==> config.mk <==
export PLATFORM = sky130hd
export DESIGN_NAME = buf_cmd_writer
export DESIGN_NICKNAME = d
export VERILOG_FILES = /design/src/rtl/buf_cmd_pkg.sv /design/src/rtl/buf_cmd_skidq.sv /design/src/rtl/buf_cmd_writer.sv
export SDC_FILE = /design/constraint.sdc
export NUM_CORES = 1
export LEC_CHECK = 0
export ABC_AREA = 1
export BUFFER_PORTS_ARGS = -buffer_cell sky130_fd_sc_hd__buf_2
export CORE_MARGIN = 2
export CORE_UTILIZATION = 49
export DETAILED_ROUTE_END_ITERATION = 10
export PLACE_DENSITY_LB_ADDON = 0.2
export SLEW_MARGIN = 30
export SYNTH_ARGS = -nofsm -noshare
export SYNTH_HDL_FRONTEND = slang
export SYNTH_SLANG_ARGS = --single-unit
==> constraint.sdc <==
create_clock -name clk -period 3 [get_ports clk]
set_clock_uncertainty 0.2 [all_clocks]
set_input_delay 0.6 -clock clk [delete_from_list [all_inputs] [get_ports clk]]
set_output_delay 0.6 -clock clk [all_outputs]
set_load 0.05 [all_outputs]
==> src/rtl/buf_cmd_pkg.sv <==
// ---------------------------------------------------------------------------
// buf_cmd_pkg
// Shared definitions for the command buffer stream.
//   - Command word layout: {op[1:0], code[5:0], data[31:0]}, CMD_W bits wide.
//   - Opcodes and MISC command codes used by the host-side writer.
//   - Stream state encoding for buf_cmd_writer.
//   - Helpers to build a command word and to classify MISC codes.
// ---------------------------------------------------------------------------
package buf_cmd_pkg;

    localparam int CMD_W = 40;

    localparam logic [1:0] OP_WRITE_REG = 2'b01;
    localparam logic [1:0] OP_MISC      = 2'b10;

    localparam logic [5:0] MISC_NOP               = 6'd0;
    localparam logic [5:0] MISC_STB               = 6'd1;
    localparam logic [5:0] MISC_WAIT_ALL          = 6'd2;
    localparam logic [5:0] MISC_WAIT_ANY          = 6'd3;
    localparam logic [5:0] MISC_CLEAR             = 6'd4;
    localparam logic [5:0] MISC_WAIT_FIFO         = 6'd5;
    localparam logic [5:0] MISC_PARAM_ADDR        = 6'd6;
    localparam logic [5:0] MISC_PARAM_WRITE_HI    = 6'd7;
    localparam logic [5:0] MISC_PARAM_WRITE_LO    = 6'd8;
    localparam logic [5:0] MISC_PARAM_WRITE_LO_NC = 6'd15;
    localparam logic [5:0] MISC_DONE              = 6'd63;

    // Upper byte of the DONE word; used to recognise it at accept and at pop.
    localparam logic [7:0] DONE_HDR = {OP_MISC, MISC_DONE};

    typedef enum logic [1:0] {
        S_IDLE    = 2'd0,
        S_STREAM  = 2'd1,
        S_CLOSING = 2'd2
    } stream_state_e;

    // Host address bit 6 selects MISC; the low six bits are the reg/code field.
    function automatic logic [CMD_W-1:0] encodeCmd(input logic [6:0]  addr,
                                                   input logic [31:0] data);
        return {(addr[6] ? OP_MISC : OP_WRITE_REG), addr[5:0], data};
    endfunction

    // Legal MISC codes are the contiguous block 0..15 plus DONE.
    function automatic logic miscCodeOk(input logic [5:0] code);
        return (code <= MISC_PARAM_WRITE_LO_NC) || (code == MISC_DONE);
    endfunction

endpackage

==> src/rtl/buf_cmd_skidq.sv <==
// ---------------------------------------------------------------------------
// buf_cmd_skidq
// QDEPTH x CMD_W circular queue. The caller guarantees push only when not
// full and pop only when not empty; the queue does no protection itself.
// Ports:
//   clk, rst     clock, synchronous active-high reset
//   push_i       write wdata_i at the tail this cycle
//   pop_i        advance the head this cycle
//   wdata_i      word to store
//   rdata_o      current head word (storage is cleared by reset, so 0 after rst)
//   level_o      number of entries held
// ---------------------------------------------------------------------------
module buf_cmd_skidq
    import buf_cmd_pkg::*;
#(
    parameter  int QDEPTH = 2,
    localparam int LW     = $clog2(QDEPTH) + 1
) (
    input  logic             clk,
    input  logic             rst,
    input  logic             push_i,
    input  logic             pop_i,
    input  logic [CMD_W-1:0] wdata_i,
    output logic [CMD_W-1:0] rdata_o,
    output logic [LW-1:0]    level_o
);

    localparam int PW = $clog2(QDEPTH);

    logic [CMD_W-1:0] mem_q [QDEPTH];
    logic [PW-1:0]    head_q;
    logic [PW-1:0]    tail_q;
    logic [LW-1:0]    level_q;

    // Pointers wrap naturally because QDEPTH is a power of two.
    always_ff @(posedge clk) begin
        if (rst) begin
            for (int i = 0; i < QDEPTH; i++) begin
                mem_q[i] <= '0;
            end
            head_q  <= '0;
            tail_q  <= '0;
            level_q <= '0;
        end else begin
            if (push_i) begin
                mem_q[tail_q] <= wdata_i;
                tail_q        <= tail_q + PW'(1);
            end
            if (pop_i) begin
                head_q <= head_q + PW'(1);
            end
            level_q <= level_q + LW'(push_i) - LW'(pop_i);
        end
    end

    assign rdata_o = mem_q[head_q];
    assign level_o = level_q;

endmodule

==> src/rtl/buf_cmd_writer.sv <==
// ---------------------------------------------------------------------------
// buf_cmd_writer
// Host-side encoder and pusher for the 40-bit command buffer stream. Host
// register writes become {op, code, data} words, are held in a small skid
// queue and pushed into the command FIFO. Tracks stream open/close around
// DONE and keeps push statistics and error flags.
// Optional feature macro: BUF_CMD_WRITER_CHECK_EN (reject illegal MISC codes).
// Ports:
//   clk, rst        clock, synchronous active-high reset
//   host_addr/data  [6]=0 WRITE_REG reg=[5:0], [6]=1 MISC code=[5:0]; payload
//   host_stb        one-cycle write strobe
//   host_busy       registered, queue full: next strobe is dropped
//   clear           clears words_pushed, overflow, bad_cmd (events win)
//   fifo_full       command FIFO backpressure
//   fifo_write      combinational push strobe; fifo_wdata = queue head
//   stream_active   stream open (first word accepted, DONE not yet pushed)
//   done_pushed     1-cycle pulse after the DONE word enters the FIFO
//   overflow        sticky: strobe dropped on full queue
//   bad_cmd         sticky: rejected MISC code (0 unless the macro is defined)
//   queue_level     entries held in the queue
//   words_pushed    saturating count of FIFO writes
// ---------------------------------------------------------------------------
module buf_cmd_writer
    import buf_cmd_pkg::*;
#(
    parameter  int QDEPTH = 2,
    parameter  int CNT_W  = 32,
    localparam int LW     = $clog2(QDEPTH) + 1
) (
    input  logic             clk,
    input  logic             rst,
    input  logic [6:0]       host_addr,
    input  logic [31:0]      host_data,
    input  logic             host_stb,
    output logic             host_busy,
    input  logic             clear,
    input  logic             fifo_full,
    output logic             fifo_write,
    output logic [CMD_W-1:0] fifo_wdata,
    output logic             stream_active,
    output logic             done_pushed,
    output logic             overflow,
    output logic             bad_cmd,
    output logic [LW-1:0]    queue_level,
    output logic [CNT_W-1:0] words_pushed
);

    logic [CMD_W-1:0] cmdWord;
    logic             codeOk;
    logic             hasRoom;
    logic             accept;
    logic             dropFull;
    logic             pop;
    logic             acceptDone;
    logic             popDone;
    logic [LW-1:0]    nextLevel_d;
    stream_state_e    afterDone_d;

    stream_state_e    state_q;
    logic             hostBusy_q;
    logic             donePushed_q;
    logic             overflow_q;
    logic [CNT_W-1:0] wordsPushed_q;

    assign cmdWord = encodeCmd(host_addr, host_data);

`ifdef BUF_CMD_WRITER_CHECK_EN
    assign codeOk = !host_addr[6] || miscCodeOk(host_addr[5:0]);
`else
    assign codeOk = 1'b1;
`endif

    // Room is judged on the current level, so a same-cycle pop never frees a slot.
    // A rejected code consumes the strobe, so it can never count as a drop.
    assign hasRoom  = queue_level < LW'(QDEPTH);
    assign accept   = host_stb && codeOk && hasRoom;
    assign dropFull = host_stb && codeOk && !hasRoom;
    assign pop      = (queue_level != '0) && !fifo_full;

    assign acceptDone  = accept && (cmdWord[CMD_W-1:CMD_W-8] == DONE_HDR);
    assign popDone     = pop && (fifo_wdata[CMD_W-1:CMD_W-8] == DONE_HDR);
    assign nextLevel_d = queue_level + LW'(accept) - LW'(pop);

    buf_cmd_skidq #(
        .QDEPTH (QDEPTH)
    ) u_skidq (
        .clk     (clk),
        .rst     (rst),
        .push_i  (accept),
        .pop_i   (pop),
        .wdata_i (cmdWord),
        .rdata_o (fifo_wdata),
        .level_o (queue_level)
    );

    // State once a DONE word leaves the queue: words queued behind it (or
    // arriving this cycle) immediately open the next stream.
    always_comb begin
        afterDone_d = S_IDLE;
        if (acceptDone) begin
            afterDone_d = S_CLOSING;
        end else if (accept || (queue_level > LW'(1))) begin
            afterDone_d = S_STREAM;
        end
    end

    // Stream FSM with its registered outputs.
    always_ff @(posedge clk) begin
        if (rst) begin
            state_q      <= S_IDLE;
            hostBusy_q   <= 1'b0;
            donePushed_q <= 1'b0;
        end else begin
            hostBusy_q   <= (nextLevel_d == LW'(QDEPTH));
            donePushed_q <= popDone;
            case (state_q)
                S_IDLE: begin
                    if (accept) begin
                        state_q <= acceptDone ? S_CLOSING : S_STREAM;
                    end
                end
                S_STREAM: begin
                    if (popDone) begin
                        state_q <= afterDone_d;
                    end else if (acceptDone) begin
                        state_q <= S_CLOSING;
                    end
                end
                S_CLOSING: begin
                    if (popDone) begin
                        state_q <= afterDone_d;
                    end
                end
                default: state_q <= S_IDLE;
            endcase
        end
    end

    // Statistics: clear loses against an event in the same cycle.
    always_ff @(posedge clk) begin
        if (rst) begin
            wordsPushed_q <= '0;
            overflow_q    <= 1'b0;
        end else begin
            if (clear) begin
                wordsPushed_q <= CNT_W'(pop);
            end else if (pop && !(&wordsPushed_q)) begin
                wordsPushed_q <= wordsPushed_q + CNT_W'(1);
            end
            if (dropFull) begin
                overflow_q <= 1'b1;
            end else if (clear) begin
                overflow_q <= 1'b0;
            end
        end
    end

`ifdef BUF_CMD_WRITER_CHECK_EN
    logic badCmd_q;

    always_ff @(posedge clk) begin
        if (rst) begin
            badCmd_q <= 1'b0;
        end else if (host_stb && !codeOk) begin
            badCmd_q <= 1'b1;
        end else if (clear) begin
            badCmd_q <= 1'b0;
        end
    end

    assign bad_cmd = badCmd_q;
`else
    assign bad_cmd = 1'b0;
`endif

    assign fifo_write    = pop;
    assign host_busy     = hostBusy_q;
    assign done_pushed   = donePushed_q;
    assign overflow      = overflow_q;
    assign words_pushed  = wordsPushed_q;
    assign stream_active = (state_q != S_IDLE);

endmodule

==> key figures <==
Power and ir drop
  – P_sw: 2.01 mW
  – Int Pwr: 3.61 mW
  – Worst ir drop on vdd: 0.000426 V
  – Combinational share of power: 28.1%
  – PD cells: 781 nW/um2
  – Clock group share of total power: 35.4%
  – Reg power frac: 36.5%
  – Sw Share: 35.8%
  – Pleak: 3.41 nW

Synthesis
  – Synth area leader: edfxtp_1
  – Post-synth EDFFs: 80
  – Post-synthesis async set-or-reset flop share: 0%
  – Synth Area per Inst: 7.95 um2
  – Main area contributors after synthesis: edfxtp_1, nand2_1, dfxtp_1
  – Syn_nets: 784
  – Predominant post-synthesis flop cell: edfxtp_1
  – Synth unique cells: 31
  – Post-Syn Instances: 737
  – Synthesized area: 5860 um2
  – YS warnings: 0
  – List of most frequent post-synthesis cells: nand2_1, nor2_1, edfxtp_1
  – Post-synth top area share: 41.0%
  – Count leader, synth: nand2_1
  – Sequential cell area fraction in the yosys report: 55.4%
  – Seq cells post-synth: 122

CTS
  – Post_cts resized: 0
  – Longest Clk Path Bufs: 2
  – Setup bufs post-CTS: 0
  – Clock root cell: clkbuf_16
  – CTS HTree Levels: 4
  – Hold buffers post-CTS: 0
  – Inserted Clock Buffers: 17
  – TritonCTS clock tree: yes
  – Clock transition at path regs: 50 ps
  – Clock latency on the worst-skew pair: 400 ps
  – CTS sink count: 122

Worst setup path
  – Worst Path Max Fanout: 41
  – R2R cell count: 12
  – Crit end category: primary output
  – Delay of the slowest cell on the worst path: 410 ps
  – FF-to-FF setup slack: 670 ps
  – Worst EP required: 2200 ps
  – Crit-path cells: buf_4, o21ai_0, inv_1, buf_2
  – Crit-path slowest cell: buf_4
  – Crit path buf inv count: 3
  – Kind of critical path: flip-flop to primary output
  – Startpoint Class: flip-flop
  – CP Data Arrival Time: 1720 ps
  – Top delay family on crit path: buffers and inverters
  – Worst r2r dst: words_pushed[2]
  – Critical R2R Launch: words_pushed[0]

Global routing
  – Gr ovfl total: 0
  – First-pass GRT wire length: 22200 um
  – Number of global-route vias before repair: 4847
  – Tot GR Track Use: 21.8%
  – Initial antenna violation count: 0
  – Largest net degree at the start of global routing: 42

Finish
  – Share of cells above drive strength 1: 19.7%
  – Area growth, synth to finish: 22.9%
  – N_diodes: 0
  – Nets@finish: 906
  – Core occupancy in the finished layout: 62.5%
  – Layout fillers: 1014

STA
  – Min Tclk post-route: 2520 ps
  – Period utilization: 83.9%
  – Peak Freq: 398 MHz
  – Final worst slack: 484 ps
  – Measured slew at the worst slew-check pin: 694 ps
  – Setup violations, final: 0
  – RSZ-0062 raised after global routing: no
  – Max_slew headroom: 53.7%
  – Fin. Hold Viols: 0
  – Pins Over Slew Limit: 0
  – Setup_tns: 0 ps

Placement
  – Dpl ws: 616 ps
  – Dpl hpwl: 9420 um
  – Port Buf Inserts: 122
  – GPL Wtd Cong: 0.922

Drt
  – DRT Pass-1 Iters: 5
  – Via Count: 5099
  – DRT antenna net count: 0
  – Residual DRC: 0
  – Drt total wl: 13900 um
  – Routed vias/inst: 5.02
  – DRT iter0 DRCs: 401
  – DR WL/cell: 13.7 um

Floorplan
  – Die H: 113 um
  – Num ports: 124
  – Die footprint: 12800 um2
  – Die width: 113 um
  – Initial Util: 50.8%
  – Core area: 11500 um2
  – Row Count: 39

Hold path
  – Hold Crit Start: u_skidq.head_q
  – HP Class: flip-flop to flip-flop
  – Hold Path Cell Cnt: 1
  – Hold Path End: u_skidq.head_q

Job
  – Max-cap violations: 0

Outcome
  – Status: complete, no violations
[power groups by stage]
stage | clock (mW) | sequential, mW | combinational, mW
after floorplan | 0 | 2.16 | 1.14
after global placement | 0 | 2.07 | 1.56
after detailed placement | 0 | 2.08 | 1.59
after CTS | 2.01 | 2.05 | 1.59
after global routing | 2.09 | 2.07 | 1.69
final | 1.99 | 2.05 | 1.58
[through the flow]
stage                     instances  hold slack, ps  total power, mW  instance area [um2]
after floorplan                 737             226             3.29                 5860
after global placement          983             238             3.63                 6610
after detailed placement        983             247             3.67                 6610
after CTS                      1015             254             5.65                 7200
after global routing           1015             279             5.85                 7200
final                          1015             253             5.62                 7200
[logic make-up (layout without fill, tap and decap cells)]
kind of cell,Yosys count,count (layout),synth area share [%]
adder cells (fa/ha/maj),3,3,0.641
XOR/XNOR,13,13,1.94
flip-flops,122,122,55.4
buffers and inverters,107,242,7.37
AO/OA/AOI/OAI,41,41,3.63
other,1,1,0.0640
AND/OR/NAND/NOR,450,450,31.0
[worst register-to-register path: stages (launching register included)]
cell     delay (ps)
dfxtp_1         390
ha_1            190
nand3_1         140
inv_1           120
nand2_2         100
nor2_4          180
nand2_2          80
nand2_4         240
inv_2           280
nand2_1         160
nand2_1          60
nand2_1          50
nor2_1           40
[worst max-delay path by stage]
stage          slack, ps       from             endpoint  cells past startpoint
6_report             480  flip-flop       fifo_wdata[39]                      4
5_1_grt              360  flip-flop       fifo_wdata[39]                      4
4_1_cts              470  flip-flop       fifo_wdata[39]                      4
3_5_place_dp         620  fifo_full     words_pushed[17]                      9
3_3_place_gp         690  fifo_full     words_pushed[17]                      8
2_1_floorplan         80        rst  u_skidq.mem_q[0][0]                      5
[per-layer routing]
metal / up-vias / share of wire (%) / GRT usage [%]
met5: - / 0 / 0
met4: 0 / 1.3 / 8.13
met1: 2371 / 43 / 26.7
met3: 16 / 5.6 / 4.39
li1: 2555 / - / -
met2: 157 / 50 / 38.2
[sequential cells by signal (all words and copies together), names as in the netlist, named ones only]
name / count
host_busy: 1
u_skidq.mem_q: 80
u_skidq.tail_q: 1
u_skidq.level_o: 2
u_skidq.head_q: 1
done_pushed: 1
state_q: 2
overflow: 1
words_pushed: 32
[cell type report]
type	count	area, um2	area share (%)
clock buffer	26	531	7.37
tap	143	179	2.49
timing repair buffer	129	688	9.56
multi-input combinational	508	2190	30.4
sequential	122	3240	45.1
inverter	81	304	4.23
clock inverter	6	60.1	0.835
[cells in the final DEF, fill, tap and decap left out, types with 2 or more instances in the layout]
master / count
nor2_1: 149
inv_2: 3
xor2_1: 9
inv_1: 78
o21ai_0: 11
nor3_1: 8
a21oi_1: 28
nand2_1: 249
buf_4: 5
nand2_2: 5
clkbuf_8: 5
buf_12: 2
clkinv_2: 3
dfxtp_1: 42
clkbuf_1: 3
xnor2_1: 4
edfxtp_1: 80
buf_2: 122
nand3b_1: 6
nand3_1: 17
nand4_1: 8
clkbuf_16: 18
ha_1: 3
Note: power is estimated with default switching activity, not from simulation.
